### config.mk
export PLATFORM = sky130hd
export DESIGN_NAME = instr_stream_encoder_flat
export DESIGN_NICKNAME = d
export VERILOG_FILES = /design/src/rtl/mips_isa_pkg.sv /design/src/rtl/instr_stream_encoder_if.sv /design/src/rtl/instr_word_encode.sv /design/src/rtl/instr_stream_encoder.sv /design/src/flat_wrapper.sv
export SDC_FILE = /design/constraint.sdc
export NUM_CORES = 1
export LEC_CHECK = 0
export ABC_CLOCK_PERIOD_IN_PS = 2400
export BUFFER_PORTS_ARGS = -buffer_cell sky130_fd_sc_hd__buf_2
export CAP_MARGIN = 20
export CORE_MARGIN = 1
export CORE_UTILIZATION = 50
export CTS_CLUSTER_SIZE = 12
export DETAILED_ROUTE_END_ITERATION = 8
export GPL_ROUTABILITY_DRIVEN = 0
export PLACE_DENSITY = 0.83
export SETUP_SLACK_MARGIN = 0.15
export SYNTH_ARGS = -nofsm -noshare
export SYNTH_HDL_FRONTEND = slang
export SYNTH_SLANG_ARGS = --single-unit
### constraint.sdc
create_clock -name clk -period 2.4 [get_ports clk]
set_input_delay 0.12 -clock clk [delete_from_list [all_inputs] [get_ports clk]]
set_output_delay 0.12 -clock clk [all_outputs]
set_load 0.02 [all_outputs]
### src/rtl/mips_isa_pkg.sv
// Shared MIPS ISA definitions: opcodes, descriptor kinds and field widths.
// Used by the control decoder, the stream encoder and the assembler bench.
package mips_isa_pkg;

    localparam int unsigned WORD_W   = 32;
    localparam int unsigned OPCODE_W = 6;
    localparam int unsigned REG_W    = 5;
    localparam int unsigned SHAMT_W  = 5;
    localparam int unsigned FUNCT_W  = 6;
    localparam int unsigned IMM_W    = 16;
    localparam int unsigned TARGET_W = 26;
    localparam int unsigned KIND_W   = 3;

    localparam logic [OPCODE_W-1:0] OP_LW    = 6'b100011;
    localparam logic [OPCODE_W-1:0] OP_SW    = 6'b101011;
    localparam logic [OPCODE_W-1:0] OP_RTYPE = 6'b000000;
    localparam logic [OPCODE_W-1:0] OP_ITYPE = 6'b000001;
    localparam logic [OPCODE_W-1:0] OP_J     = 6'b000010;

    typedef enum logic [KIND_W-1:0] {
        KindLw    = 3'd0,
        KindSw    = 3'd1,
        KindRtype = 3'd2,
        KindItype = 3'd3,
        KindJump  = 3'd4
    } instr_kind_t;

endpackage

### src/rtl/instr_stream_encoder_if.sv
// Handshaked instruction-descriptor stream: the source drives the master side,
// the encoder consumes on the slave side.
interface instr_stream_encoder_if;

    logic                                 in_valid;
    logic                                 in_ready;
    logic [mips_isa_pkg::KIND_W-1:0]      in_kind;
    logic [mips_isa_pkg::REG_W-1:0]       in_rs;
    logic [mips_isa_pkg::REG_W-1:0]       in_rt;
    logic [mips_isa_pkg::REG_W-1:0]       in_rd;
    logic [mips_isa_pkg::FUNCT_W-1:0]     in_funct;
    logic [mips_isa_pkg::IMM_W-1:0]       in_imm;
    logic [mips_isa_pkg::TARGET_W-1:0]    in_target;
    logic                                 in_last;

    modport master (
        output in_valid, in_kind, in_rs, in_rt, in_rd, in_funct, in_imm, in_target, in_last,
        input  in_ready
    );

    modport slave (
        input  in_valid, in_kind, in_rs, in_rt, in_rd, in_funct, in_imm, in_target, in_last,
        output in_ready
    );

endinterface

### src/rtl/instr_word_encode.sv
// Combinational descriptor-to-word encoder; kinds outside the enum are flagged
// illegal and produce an all-zero word.
module instr_word_encode
    import mips_isa_pkg::*;
(
    input  logic [KIND_W-1:0]   kind,
    input  logic [REG_W-1:0]    rs,
    input  logic [REG_W-1:0]    rt,
    input  logic [REG_W-1:0]    rd,
    input  logic [FUNCT_W-1:0]  funct,
    input  logic [IMM_W-1:0]    imm,
    input  logic [TARGET_W-1:0] target,
    output logic [WORD_W-1:0]   word,
    output logic                legal
);

    always_comb begin
        word  = '0;
        legal = 1'b1;
        case (kind)
            KindLw:    word = {OP_LW, rs, rt, imm};
            KindSw:    word = {OP_SW, rs, rt, imm};
            KindItype: word = {OP_ITYPE, rs, rt, imm};
            // shamt is never produced by this source, so it is tied to zero
            KindRtype: word = {OP_RTYPE, rs, rt, rd, {SHAMT_W{1'b0}}, funct};
            KindJump:  word = {OP_J, target};
            default:   legal = 1'b0;
        endcase
    end

endmodule

### src/rtl/instr_stream_encoder.sv
// Encodes a descriptor stream into MIPS words and writes them sequentially into
// instruction memory from a programmable base address.
module instr_stream_encoder
    import mips_isa_pkg::*;
#(
    parameter int unsigned ADDR_W = 8
) (
    input  logic                  clk,
    input  logic                  rst_n,
    input  logic                  start,
    input  logic [ADDR_W-1:0]     base_addr,
    instr_stream_encoder_if.slave inIf,
    output logic                  imem_we,
    output logic [ADDR_W-1:0]     imem_addr,
    output logic [WORD_W-1:0]     imem_wdata,
    output logic                  busy,
    output logic                  done,
    output logic                  err_kind,
    output logic                  err_full,
    output logic [ADDR_W:0]       count
);

    typedef enum logic [1:0] {StIdle, StLoad, StDrain, StDone} encState_e;

    localparam logic [ADDR_W-1:0] TopAddr = '1;

    encState_e         stateQ;
    logic [ADDR_W-1:0] ptrQ;
    logic [ADDR_W:0]   countQ;
    logic              weQ;
    logic [WORD_W-1:0] wdataQ;
    logic              errKindQ;
    logic              errFullQ;

    logic              accept;
    logic [ADDR_W-1:0] wrAddr;
    logic              topHit;
    logic [WORD_W-1:0] encWord;
    logic              encLegal;

    instr_word_encode uEncode (
        .kind   (inIf.in_kind),
        .rs     (inIf.in_rs),
        .rt     (inIf.in_rt),
        .rd     (inIf.in_rd),
        .funct  (inIf.in_funct),
        .imm    (inIf.in_imm),
        .target (inIf.in_target),
        .word   (encWord),
        .legal  (encLegal)
    );

    // ptr only advances once the previous write retires, so a descriptor accepted
    // while a write is pending lands one word further on.
    always_comb begin
        accept = (stateQ == StLoad) && inIf.in_valid;
        wrAddr = weQ ? ptrQ + 1'b1 : ptrQ;
        topHit = (wrAddr == TopAddr);
    end

    always_ff @(posedge clk or negedge rst_n) begin
        if (!rst_n) begin
            stateQ   <= StIdle;
            ptrQ     <= '0;
            countQ   <= '0;
            weQ      <= 1'b0;
            wdataQ   <= '0;
            errKindQ <= 1'b0;
            errFullQ <= 1'b0;
        end else begin
            weQ <= 1'b0;
            if (weQ) begin
                countQ <= countQ + 1'b1;
                if (ptrQ != TopAddr) begin
                    ptrQ <= ptrQ + 1'b1;
                end
            end
            case (stateQ)
                StIdle, StDone: begin
                    if (start) begin
                        stateQ   <= StLoad;
                        ptrQ     <= base_addr;
                        countQ   <= '0;
                        errKindQ <= 1'b0;
                        errFullQ <= 1'b0;
                    end
                end
                StLoad: begin
                    if (accept) begin
                        if (encLegal) begin
                            weQ    <= 1'b1;
                            wdataQ <= encWord;
                            if (topHit) begin
                                errFullQ <= 1'b1;
                            end
                        end else begin
                            errKindQ <= 1'b1;
                        end
                        if (inIf.in_last || (encLegal && topHit)) begin
                            stateQ <= StDrain;
                        end
                    end
                end
                StDrain: stateQ <= StDone;
                default: stateQ <= StIdle;
            endcase
        end
    end

    assign inIf.in_ready = (stateQ == StLoad);
    assign busy          = (stateQ == StLoad) || (stateQ == StDrain);
    assign done          = (stateQ == StDone);
    assign imem_we       = weQ;
    assign imem_addr     = ptrQ;
    assign imem_wdata    = wdataQ;
    assign err_kind      = errKindQ;
    assign err_full      = errFullQ;
    assign count         = countQ;

endmodule

### src/flat_wrapper.sv
// flat-port wrapper written by rule: the top's interface ports become plain ports
module instr_stream_encoder_flat import mips_isa_pkg::*;
#(
    parameter int unsigned ADDR_W = 8
)
  (clk, rst_n, start, base_addr, imem_we, imem_addr, imem_wdata, busy, done, err_kind, err_full, count, inIf_in_valid, inIf_in_kind, inIf_in_rs, inIf_in_rt, inIf_in_rd, inIf_in_funct, inIf_in_imm, inIf_in_target, inIf_in_last, inIf_in_ready);
  instr_stream_encoder_if inIf_i ();
  input  logic clk;
  input  logic rst_n;
  input  logic start;
  input  logic [ADDR_W-1:0] base_addr;
  output logic imem_we;
  output logic [ADDR_W-1:0] imem_addr;
  output logic [WORD_W-1:0] imem_wdata;
  output logic busy;
  output logic done;
  output logic err_kind;
  output logic err_full;
  output logic [ADDR_W:0] count;
  input wire logic [$bits(inIf_i.in_valid)-1:0] inIf_in_valid;
  input wire logic [$bits(inIf_i.in_kind)-1:0] inIf_in_kind;
  input wire logic [$bits(inIf_i.in_rs)-1:0] inIf_in_rs;
  input wire logic [$bits(inIf_i.in_rt)-1:0] inIf_in_rt;
  input wire logic [$bits(inIf_i.in_rd)-1:0] inIf_in_rd;
  input wire logic [$bits(inIf_i.in_funct)-1:0] inIf_in_funct;
  input wire logic [$bits(inIf_i.in_imm)-1:0] inIf_in_imm;
  input wire logic [$bits(inIf_i.in_target)-1:0] inIf_in_target;
  input wire logic [$bits(inIf_i.in_last)-1:0] inIf_in_last;
  output wire logic [$bits(inIf_i.in_ready)-1:0] inIf_in_ready;
  assign inIf_i.in_valid = inIf_in_valid;
  assign inIf_i.in_kind = inIf_in_kind;
  assign inIf_i.in_rs = inIf_in_rs;
  assign inIf_i.in_rt = inIf_in_rt;
  assign inIf_i.in_rd = inIf_in_rd;
  assign inIf_i.in_funct = inIf_in_funct;
  assign inIf_i.in_imm = inIf_in_imm;
  assign inIf_i.in_target = inIf_in_target;
  assign inIf_i.in_last = inIf_in_last;
  assign inIf_in_ready = inIf_i.in_ready;
  instr_stream_encoder #(.ADDR_W(ADDR_W)) u_core (.clk(clk), .rst_n(rst_n), .start(start), .base_addr(base_addr), .inIf(inIf_i), .imem_we(imem_we), .imem_addr(imem_addr), .imem_wdata(imem_wdata), .busy(busy), .done(done), .err_kind(err_kind), .err_full(err_full), .count(count));
endmodule
### After elaboration in Yosys (flattened, before gate mapping)

Index checks and enable logic that the tools add are counted.

| operators by class | value |
|---|---|
| eq/ne operators | 15 |
| mux-type cells | 25 |
| add/subtract/negate cells | 2 |
| reduce and logical (&&, ||, !) cells | 13 |

Operators by type and width:

| cell | count |
|---|---|
| $pmux 32 s5 | 1 |
| $mux 8 | 5 |
| $mux 9 | 3 |
| $mux 1 | 10 |
| $add 9x1->9 const B | 1 |
| $add 8x1->8 const B | 1 |
| $eq 8x8->1 const B | 1 |
| $ne 2x1->1 const B | 4 |
| $ne 8x8->1 const B | 1 |
| $eq 3x2->1 const B | 2 |
| $mux 2 | 3 |
| $pmux 2 s3 | 1 |
| $reduce_and 3->1 | 2 |
| $reduce_and 5->1 | 1 |
| $reduce_or 5->1 | 1 |
| $eq 2x2->1 const B | 2 |
| $ne 2x2->1 const B | 2 |
| $pmux 1 s2 | 2 |
| $reduce_and 4->1 | 1 |
| $eq 3x1->1 const B | 1 |
| $eq 3x3->1 const B | 1 |
| $logic_not 3->1 | 1 |
| $eq 2x1->1 const B | 1 |
| $logic_and 1x1->1 | 2 |
| 4 further kinds | 5 |

| storage, ports and cells | value |
|---|---|
| bits of input ports | 79 |
| flip-flop bits (word level) | 54 |
| word-level logic and storage cells | 62 |
| output and inout bits | 55 |

### Depth between registers and ports, before layout

Gate-level depths: netlist of the first run.

| logic depth | value |
|---|---|
| depth after elaboration | 8 |
| gate-level depth with buffers | 7 |
| depth with buffers taken out | 7 |

### By module

From an unflattened synthesis of the first run, not the netlist that was laid out.

| unflattened totals | value |
|---|---|
| cells, all modules | 341 |
| area total of the unflattened synthesis | 3392.0 um^2 |

Modules (own cells, without submodules):

| module | instances | cells an instance | seq. area each (um^2) | area an instance (um^2) |
|---|---|---|---|---|
| instr_stream_encoder | 1 | 214 | 1351.3 | 2497.4 |
| instr_word_encode | 1 | 127 | 0.0 | 894.6 |

### Worst setup path after synthesis of the first run

Ideal clock, no wire load.

| timing path | value |
|---|---|
| kind | register to register |
| from | register u_core.stateQ[1] |
| to | register u_core.stateQ[1] |
| data required time | 2274 ps |
| data arrival time | 1651 ps |
| period minus slack after synthesis | 1777 ps |
| path buffers | 0 |
| slack | 623 ps |
| setup time | 126 ps |
| cell stages (with the launch flop) | 8 |
| cells stage by stage | dfrtp_1 > inv_1 > ha_1 > inv_1 > o22ai_1 > nor3_1 > a221oi_1 > nand2_1 |

| between the ends | value |
|---|---|
| cells in the longest elaborated chain, start to end | 4 |
| elaborated cells on any way between the ends | 11 |
| classes of those cells | 6 x eq/ne; 1 x mux; 4 x reduce/logical |

RTL lines:

| element | RTL line | text |
|---|---|---|
| start: declaration | instr_stream_encoder.sv:27 | `encState_e stateQ;` |
| start signal: assignment | instr_stream_encoder.sv:63 | `stateQ <= StIdle;` |
| start signal: assignment | instr_stream_encoder.sv:81 | `stateQ <= StLoad;` |
| start signal: assignment | instr_stream_encoder.sv:100 | `stateQ <= StDrain;` |
| $eq 2x1->1 * | - |  |
| via inIf_in_ready | flat_wrapper.sv:29 | `output wire logic [$bits(inIf_i.in_ready)-1:0] inIf_in_ready;` |
| $logic_and 1x1->1 | instr_stream_encoder.sv:56 | `accept = (stateQ == StLoad) && inIf.in_valid;` |
| $ne 2x1->1 (no source line) | - |  |
| $reduce_and 3->1 (no source line) | - |  |

Mark *: on every way through the listed nets, which the timed path passes. The rest lies on a longest branch.
A chain may end at the register's enable or synchronous reset.

### Worst setup path in the final report of the first run

| timing path | value |
|---|---|
| from | register u_core.stateQ[1] |
| to | register u_core.stateQ[1] |

| between the ends | value |
|---|---|
| cells in the longest elaborated chain, start to end | 4 |
| elaborated cells on any way between the ends | 11 |
| classes of those cells | 6 x eq/ne; 1 x mux; 4 x reduce/logical |

RTL lines:

| element | RTL line | text |
|---|---|---|
| $eq 2x2->1, or another cell as far along | instr_stream_encoder.sv:78 | `case (stateQ)` |
| $reduce_or 2->1 / $logic_and 1x1->1 (equally long branches) | instr_stream_encoder.sv:78, instr_stream_encoder.sv:56 |  |
| $ne 2x2->1 (no source line) / $ne 2x1->1 (equally long branches) | - |  |
| $reduce_and 3->1 (no source line) | - |  |

Several ways; a longest one is shown, not always the timed one.

==> results of run 1 <==
synthesized netlist by cell type (6+ instances only):
cell and number:
dfrtp_1 52, nor2_1 45, nand2_1 21, o21ai_0 16
a22oi_1 14, a21oi_1 13, o21a_1 12, o221ai_1 11
a221oi_1 9, buf_2 9, nor2b_1 9, a221oi_2 7
ha_1 6, inv_1 6, nand3_1 6, xor2_1 6
stage by stage:
step           power, uW  instance area [um^2]  std cells
5_1_grt             4530                  3720        502
2_1_floorplan       2900                  2900        304
3_5_place_dp        3610                  3580        492
6_report            4230                  3720        502
4_1_cts             4260                  3710        501
3_3_place_gp        3540                  3580        492
final cells by class:
class / instances / area (um^2) / area share, %
inverter: 7 / 26.3 / 0.706
tap: 72 / 90.1 / 2.42
clock inverter: 1 / 30.0 / 0.806
clock buffer: 7 / 96.3 / 2.59
timing repair buffer: 139 / 722 / 19.4
sequential: 52 / 1300 / 34.9
multi-input combinational: 224 / 1460 / 39.1
state kept, by name (all words and copies together), names as in the netlist:
| register | count |
|---|---|
| u_core.imem_we | 1 |
| u_core.imem_addr | 8 |
| u_core.err_full | 1 |
| u_core.count | 9 |
| u_core.imem_wdata | 30 |
| u_core.err_kind | 1 |
| u_core.stateQ | 2 |
final timing paths:
check,to,slack (ps),start
max,u_core.stateQ[1],450,u_core.stateQ[1]
min,u_core.imem_addr[7],20,base_addr[7]
max reg2reg,u_core.stateQ[1],450,u_core.stateQ[1]
min reg2reg,u_core.imem_wdata[29],480,u_core.imem_wdata[29]
max in group asynchronous,u_core.err_full,1540,rst_n
min in group asynchronous,u_core.count[8],240,rst_n
report_power, final:
group	leakage, uW	total, uW	switching [uW]	internal, uW
Sequential	0.000635	1570	329	1250
Clock	0.0000645	643	275	368
Combinational	0.00108	2020	1240	770
Total	0.00178	4230	1850	2380
critical path, cell delays in order (launching register included):
cell and delay, ps:
dfrtp_1 450, inv_1 130, ha_1 240, inv_1 100, o22ai_1 470, nor3_1 110
a221oi_1 260, nand2_1 80
routing by layer:
| layer | global-route usage [%] | up-vias | wire (um) |
|---|---|---|---|
| met5 | 0 | - | 0 |
| met4 | 8.89 | 0 | 195 |
| met3 | 4.42 | 16 | 422 |
| met2 | 41.4 | 126 | 3760 |
| met1 | 32.8 | 1371 | 3130 |
| li1 | - | 1353 | - |
repair_timing:
action	CTS	global route
resized for setup	0	0
setup endpoints to repair	0	0
endpoints found under the hold margin	12	0
hold buffers	1	0
cell families (layout without fill, tap and decap cells):
kind of cell | after synthesis | in the layout | share of synthesized area, %
AO/OA/AOI/OAI | 94 | 94 | 24.4
XOR/XNOR | 12 | 12 | 3.89
adder cells (fa/ha/maj) | 6 | 6 | 2.59
buffers and inverters | 28 | 154 | 4.92
flip-flops | 52 | 52 | 44.9
multiplexers | 4 | 4 | 1.42
other | 1 | 2 | 0.129
AND/OR/NAND/NOR | 106 | 106 | 17.8
==> run_results.csv, run 1 <==
group,metric,value,unit
clock_network,postCtsSetupBuffers,0,
critical_path,endpoint_kind,"register",
min_path,hold_depth,3,
power,pwr_density_cell,1140,nW/um^2
logic_synthesis,ys_warn_count,0,
logic_synthesis,synthCells,303,
layout,final_net_count,514,
outcome,status,"finished clean",
route,vias,2866,
place,pre_cts_slack,512,ps
layout,diodes,0,
route,post-route-drc-count,0,
logic_synthesis,synth_area_leader_cell,"dfrtp_1",
route,firstDrtPassIters,4,
clock_network,clock_path_buffers,2,
clock_network,clk_latency,290,ps
grt,first_global_vias,2753,
die,fp-row-count,27,
logic_synthesis,ys_top_cells_by_area,"dfrtp_1 45%, nor2_1 5.8%, a221oi_2 3.6%",
grt,antenna_found_initial,0,
critical_path,rr_worst_depth,7,
timing,finalSetupViolations,0,
timing,max_slew_margin,52.6,%
min_path,holdCritPathClass,"input port to register",
clock_network,cts-root-buf,"clkbuf_8",
timing,tightestPinTransition,709,ps
logic_synthesis,synth_edf_count,0,
logic_synthesis,synth_flop_cell,"dfrtp_1",
route,finalWirelength,7.50,mm
layout,drive_gt1_share,37.9,%
route,antenna_left,0,
power,p_leak,0.00178,uW
timing,finalMaxSlewViolations,0,
place,hpwl,5.61,mm
grt,grtUsageTotal,25.0,%
logic_synthesis,async_reset_ff_share,100,%
layout,syn_to_final_growth,28.5,%
grt,grt_max_degree,27,
grt,grt_overflow_total,0,
critical_path,cp_data_required_time,2580,ps
layout,finish.utilization,67.2,%
critical_path,crit_arrival,2130,ps
critical_path,crit_type,"register to register",
die,core_region_area,5540,um^2
clock_network,clkTransAtPathRegs,90,ps
timing,rsz0062_at_grt,"no",
die,ios,134,
power,vdd_drop_max,0.530,mV
timing,finalClockSkew,6.41,ps
timing,min_period,1950,ps
logic_synthesis,yosysSeqAreaShare,44.9,%
logic_synthesis,syn_area_per_cell,9.56,um^2
flow_run,drv_cap,0,
critical_path,crit_fanout,8,
critical_path,worstSetupStartpointType,"register",
layout,layout_common_cells,"131 x buf_2, 52 x dfrtp_1, 45 x nor2_1, 21 x nand2_1, 16 x o21ai_0",
die,die_area,6100,um^2
timing,finalWorstSetupSlack,447,ps
route,drt-vias-per-instance,5.71,
grt,grt_pass1_wl,12.2,mm
layout,final_common_cell,"buf_2",
logic_synthesis,synth_top_area_share,44.9,%
clock_network,numCtsBuffers,5,
die,die_w,78.1,um
timing,holdWs,24.3,ps
clock_network,htreeDepth,2,
layout,nFillCells,461,
logic_synthesis,synth_area,2900,um^2
timing,hold_viol_final,0,
timing,tns,0,ps
die,die_y,78.1,um
route,wire_per_inst,14.9,um
timing,finalCritPeriodShare,81.4,%
logic_synthesis,synth-seq-cells,52,
place,io_buffers,131,
logic_synthesis,ys_types,45,
clock_network,clock_sinks,52,
die,initial_core_util,52.3,%
timing,clock.fmax,512,MHz
clock_network,cts_tree,"done",
route,drt_iter0_markers,166,
Power figures use the tool's default switching activity.
==> inputs of run 2 (changes only) <==
--- a/config.mk
+++ b/config.mk
@@ -5,15 +5,16 @@
 export SDC_FILE = /design/constraint.sdc
 export NUM_CORES = 1
 export LEC_CHECK = 0
-export ABC_CLOCK_PERIOD_IN_PS = 2400
+export ABC_AREA = 1
+export ABC_CLOCK_PERIOD_IN_PS = 1750
 export BUFFER_PORTS_ARGS = -buffer_cell sky130_fd_sc_hd__buf_2
 export CAP_MARGIN = 20
 export CORE_MARGIN = 1
-export CORE_UTILIZATION = 50
+export CORE_UTILIZATION = 42
 export CTS_CLUSTER_SIZE = 12
 export DETAILED_ROUTE_END_ITERATION = 8
 export GPL_ROUTABILITY_DRIVEN = 0
-export PLACE_DENSITY = 0.83
+export PLACE_DENSITY = 0.75
 export SETUP_SLACK_MARGIN = 0.15
 export SYNTH_ARGS = -nofsm -noshare
 export SYNTH_HDL_FRONTEND = slang
==> constraint.sdc (replaced) <==
create_clock -name clk -period 1.75 [get_ports clk]
set_input_delay 0.0875 -clock clk [delete_from_list [all_inputs] [get_ports clk]]
set_output_delay 0.0875 -clock clk [all_outputs]
set_load 0.02 [all_outputs]
==> run 2 against run 1 <==
Against the previous run:
- sequential share of layout area is 2.5 points lower
- combinational power is 88% higher
- fmax is 17% higher
- wire length is 14% higher
- clock-buffer cell count is 1 higher
- clock skew is 5.2 ps higher
==> run_results.csv, run 2 <==
group,metric,value,unit
logic_synthesis,ys_warn_count,0,
critical_path,cp_data_required_time,1940,ps
layout,layout_common_cells,"131 x buf_2, 104 x nand2_1, 48 x nor2_1, 47 x dfrtp_1, 23 x buf_4",
critical_path,regToRegSetupSlack,80,ps
timing,finalMaxSlewViolations,0,
layout,drive_gt1_share,42.2,%
logic_synthesis,yosysSeqAreaShare,46.5,%
layout,largest_register_ffs,30,
logic_synthesis,synth_flop_cell,"dfrtp_1",
timing,finalCritPeriodShare,95.4,%
power,p_leak,0.00203,uW
logic_synthesis,synth_edf_count,0,
layout,final_net_count,601,
clock_network,cts-root-buf,"clkbuf_8",
critical_path,crit_type,"register to register",
critical_path,worstSetupStartpointType,"register",
die,ios,134,
timing,finalClockSkew,11.6,ps
timing,rsz0062_at_grt,"yes",
route,drt-vias-per-instance,5.19,
outcome,status,"finished clean",
power,pwr_density_cell,1660,nW/um^2
min_path,hold_depth,3,
layout,syn_to_final_growth,44.2,%
logic_synthesis,ys_top_cells_by_area,"dfrtp_1 47%, nand2_1 15%, nor2_1 7.0%",
grt,grt_pass1_wl,13.0,mm
logic_synthesis,synth_area_leader_cell,"dfrtp_1",
route,antenna_left,0,
die,initial_core_util,43.8,%
critical_path,reg2reg_from,"u_core.imem_addr[1]",
die,die_area,6990,um^2
grt,grt_max_degree,53,
layout,final_common_cell,"buf_2",
logic_synthesis,synth_top_area_share,46.5,%
logic_synthesis,synth-seq-cells,52,
logic_synthesis,ys_types,37,
die,die_y,83.6,um
route,wire_per_inst,14.4,um
clock_network,clock_path_buffers,2,
clock_network,clk_latency,300,ps
critical_path,crit_arrival,1860,ps
route,post-route-drc-count,0,
die,core_region_area,6390,um^2
route,finalWirelength,8.53,mm
timing,finalSetupViolations,0,
clock_network,numCtsBuffers,5,
timing,tightestPinTransition,778,ps
grt,first_global_vias,2880,
critical_path,crit_fanout,3,
min_path,worstHoldStart,"base_addr[3]",
grt,grtUsageTotal,22.8,%
grt,grt_overflow_total,0,
logic_synthesis,syn_area_per_cell,7.83,um^2
min_path,holdCritPathClass,"input port to register",
logic_synthesis,synthCells,357,
critical_path,rr_worst_depth,9,
logic_synthesis,synth_most_common_cell,"nand2_1",
logic_synthesis,async_reset_ff_share,100,%
clock_network,htreeDepth,2,
min_path,holdPathEnd,"u_core.imem_addr[3]",
timing,max_slew_margin,47.8,%
place,place_area,3520,um^2
timing,min_period,1670,ps
grt,antenna_found_initial,0,
clock_network,clkTransAtPathRegs,100,ps
timing,clock.fmax,599,MHz
die,fp-row-count,29,
place,io_buffers,131,
route,vias,3084,
critical_path,rr_endpoint,"u_core.imem_addr[2]",
flow_run,drv_cap,0,
logic_synthesis,netlist_top_cells_count,"113 x nand2_1, 52 x dfrtp_1, 52 x nor2_1",
clock_network,cts_tree,"done",
power,vdd_drop_max,1.07,mV
place,hpwl,5.50,mm
route,drt_iter0_markers,193,
clock_network,clock_sinks,52,
logic_synthesis,synth_area,2800,um^2
critical_path,endpoint_kind,"register",
route,firstDrtPassIters,4,
timing,hold_viol_final,0,
timing,holdWs,18.3,ps
die,die_w,83.6,um
layout,diodes,0,
layout,design_area,4030,um^2
-- run 2: worst max path at each step --
stage                                to  slack [ps]           startpoint
floorplan              u_core.stateQ[0]         170  u_core.imem_addr[1]
global placement       u_core.stateQ[0]          70  u_core.imem_addr[0]
detailed placement     u_core.stateQ[1]         -20  u_core.imem_addr[0]
CTS                    u_core.stateQ[1]          80  u_core.imem_addr[1]
global route           u_core.stateQ[1]          -7  u_core.imem_addr[0]
finish              u_core.imem_addr[2]          80  u_core.imem_addr[1]
-- run 2: through the flow --
| step | cells | setup TNS, ps | total power, uW | utilization (%) | worst slack [ps] |
|---|---|---|---|---|---|
| floorplan | 358 | 0 | 4160 | - | 167 |
| global placement | 558 | 0 | 5080 | 55.1 | 65.0 |
| detailed placement | 558 | -17.8 | 5180 | 55.1 | -17.8 |
| CTS | 583 | 0 | 6210 | 59.5 | 81.7 |
| global route | 594 | -6.87 | 7130 | 63.1 | -6.87 |
| finish | 594 | 0 | 6680 | 63.1 | 79.9 |
-- run 2: cells by family (layout without fill, tap and decap cells) --
group	Yosys count	count (layout)	share of synthesized area, %
flops	52	52	46.5
xor+xnor	3	3	0.940
other cells	1	2	0.134
fa+ha+maj	6	6	2.68
simple gates	194	195	28.8
compound gates	58	58	13.6
buf+inv	43	201	7.38
-- run 2: worst max-delay path: stages (launching register included) --
cell,delay (ps)
dfrtp_2,440
ha_4,180
nor2_1,190
nor2_4,80
buf_4,130
buf_4,120
buf_4,120
buf_4,120
nor2_1,100
o21ai_0,80
-- run 2: layer usage --
layer | wire, um | vias up | part of all wire, % | global-route usage (%)
met2 | 4370 | 132 | 51 | 39.0
met4 | 123 | 0 | 1.4 | 8.32
met1 | 3540 | 1456 | 42 | 28.6
met3 | 497 | 14 | 5.8 | 4.45
met5 | 0 | - | 0 | 0
li1 | - | 1482 | - | -
-- run 2: power by group --
| part | internal, uW | switching [uW] | total [uW] |
|---|---|---|---|
| clock network | 362 | 397 | 759 |
| logic | 1460 | 2330 | 3790 |
| registers | 1730 | 405 | 2130 |
| total | 3540 | 3130 | 6680 |
-- run 2: cell type report --
class	count	area [um^2]
repair inverters	3	36.3
flip-flops and latches	52	1310
well taps	77	96.3
fillers	531	2350
clock buffers	8	100
multi-input cells	264	1460
inverters	28	124
repair buffers	162	911
-- run 2: what timing repair did --
action / in CTS / in global routing
setup buffers: 10 / 8
cloned: 1 / 3
gates resized for setup: 10 / 42
endpoints found under the hold margin: 57 / 0
pin swaps: 8 / 12
hold buffers: 6 / 0
endpoints found under the setup margin: 31 / 42
==> inputs of run 3 (changes only) <==
--- a/config.mk
+++ b/config.mk
@@ -9,8 +9,8 @@
 export ABC_CLOCK_PERIOD_IN_PS = 1750
 export BUFFER_PORTS_ARGS = -buffer_cell sky130_fd_sc_hd__buf_2
 export CAP_MARGIN = 20
-export CORE_MARGIN = 1
 export CORE_UTILIZATION = 42
+export CTS_BUF_LIST = sky130_fd_sc_hd__clkbuf_16
 export CTS_CLUSTER_SIZE = 12
 export DETAILED_ROUTE_END_ITERATION = 8
 export GPL_ROUTABILITY_DRIVEN = 0
==> run 3 against run 2 <==
Against the previous run:
- die area unchanged
- sequential cell count unchanged
- sequential share of layout area down 0.15 points
- register-to-register slack about the same
- global-route usage up 0.45 points
- critical path type unchanged
==> run_results.csv, run 3 (synthesis results as in run 2) <==
group,metric,value,unit
layout,final_cells,592,
layout,diodes,0,
route,m1WireLength,3.47,mm
place,dp_cells,558,
timing,finalClockSkew,2.36,ps
layout,syn_to_final_growth,45.0,%
timing,clock.fmax,594,MHz
route,antenna_left,0,
die,die_area,6990,um^2
die,die_w,83.6,um
die,core_region_area,6390,um^2
timing,hold_viol_final,0,
outcome,status,"finished clean",
route,finalWirelength,8.59,mm
flow_run,drv_cap,0,
critical_path,crit_arrival,1850,ps
route,post-route-drc-count,0,
layout,nFillCells,546,
route,firstDrtPassIters,5,
route,drt-vias-per-instance,5.22,
place,hpwl,5.50,mm
timing,max_slew_margin,49.0,%
grt,first_global_vias,2917,
timing,finalWorstSetupSlack,67.9,ps
die,ios,134,
critical_path,cp_common_cell,"buf_4",
place,io_buffers,131,
timing,rsz0062_at_grt,"yes",
grt,antenna_found_initial,0,
route,met3_length,523,um
layout,final_net_count,599,
place,pre_cts_slack,-17.8,ps
grt,grt_overflow_total,0,
clock_network,htreeDepth,2,
die,initial_core_util,43.8,%
route,routed.top_layer,"met4",
grt,grtUsageTotal,23.2,%
route,wl_met2,4.45,mm
timing,finalSetupViolations,0,
power,vdd_drop_max,1.10,mV
critical_path,cpPeakStageDelay,440,ps
clock_network,numCtsBuffers,5,
timing,min_period,1680,ps
critical_path,crit_fanout,2,
timing,tightestPinTransition,760,ps
layout,final_common_cell,"buf_2",
critical_path,crit_type,"register to register",
clock_network,clock_path_buffers,2,
power,pwr_density_cell,1710,nW/um^2
layout,largest_register_ffs,30,
route,drt_iter0_markers,141,
route,vias,3088,
grt,grt_pass1_wl,13.2,mm
critical_path,slowest_stage,"dfrtp_2",
critical_path,endpoint_kind,"register",
layout,design_area,4050,um^2
critical_path,crit_chain,"ha_4 -> buf_6 -> nor2_4 -> nor2_4 -> buf_4 -> buf_4 -> buf_4 -> buf_4 -> nor2_2 -> o21ai_1",
critical_path,worstSetupStartpointType,"register",
timing,finalCritPeriodShare,96.1,%
die,die_y,83.6,um
clock_network,cts-root-buf,"clkbuf_16",
clock_network,clock_sinks,52,
layout,multi_input_area,1450,um^2
clock_network,clkTransAtPathRegs,70,ps
clock_network,clk_latency,280,ps
die,fp-row-count,29,
clock_network,cts_tree,"done",
layout,drive_gt1_share,42.1,%
route,wire_per_inst,14.5,um
layout,seq_area,1310,um^2
place,place_area,3520,um^2
layout,layout_common_cells,"131 x buf_2, 104 x nand2_1, 47 x nor2_1, 46 x dfrtp_1, 23 x buf_4",
critical_path,cp_data_required_time,1920,ps
power,p_leak,0.00205,uW
timing,finalMaxSlewViolations,0,
grt,grt_max_degree,53,
layout,finish.utilization,63.5,%
min_path,holdCritPathClass,"input port to register",
==> run 3: cell count changes in the layout (fill, tap and decap cells not counted), moves of 2 or more <==
cell / delta
clkbuf_8: -7
clkbuf_16: +5
dlygate4sd3_1: -4
nand3_2: -3
clkinv_1: +2
inv_1: +2
nand3_1: +2
==> run 3: repair_timing <==
| action | CTS | global route |
|---|---|---|
| hold endpoints to repair | 53 | 0 |
| cloned | 2 | 2 |
| pin swaps | 4 | 20 |
| gates resized for setup | 12 | 40 |
| setup endpoints to repair | 31 | 41 |
| hold buffers | 2 | 0 |
| buffers inserted | 12 | 8 |
==> run 3: critical path, delay by kind of cell, from the launching register on <==
| kind | cells | cell delay (ps) |
|---|---|---|
| simple gates | 3 | 250 |
| compound gates | 1 | 90 |
| fa+ha+maj | 1 | 180 |
| flops | 1 | 440 |
| buf+inv | 5 | 610 |
==> run 3: area by class of cell <==
cell class	count	share of cell area (%)
timing repair inverter	3	1.02
inverter	28	3.06
clock inverter	3	0.278
tap	77	2.38
clock buffer	5	3.09
multi-input combinational	264	35.6
sequential	52	32.3
timing repair buffer	160	22.3
==> run 3: per-stage QoR <==
step	total power (uW)	hold WS, ps	TNS [ps]
after floorplan	4160	-208	0
after detailed placement	5180	263	-17.8
after global placement	5080	252	0
after CTS	6480	1.93	0
final	6930	13.5	0
after global routing	7410	16.6	-19.7
==> run 3: metal layers <==
layer	up-vias	track usage (%)
met5	-	0
met4	0	9.24
met3	15	4.65
met2	135	40.1
met1	1459	28.5
li1	1479	-
==> run 3: worst paths after layout <==
kind	from	endpoint	slack, ps	depth (start not counted)
max	u_core.imem_addr[1]	u_core.imem_addr[2]	70	10
min	base_addr[7]	u_core.imem_addr[7]	10	3
max reg2reg	u_core.imem_addr[1]	u_core.imem_addr[2]	70	10
min reg2reg	u_core.imem_wdata[29]	u_core.imem_wdata[29]	500	2
max in group asynchronous	rst_n	u_core.stateQ[0]	810	3
min in group asynchronous	rst_n	u_core.count[5]	460	3
==> run 3: power breakdown <==
group / internal, uW / total, uW / switching (uW)
clock: 516 / 932 / 416
combinational: 1500 / 3850 / 2340
sequential: 1730 / 2150 / 420
total: 3750 / 6930 / 3180
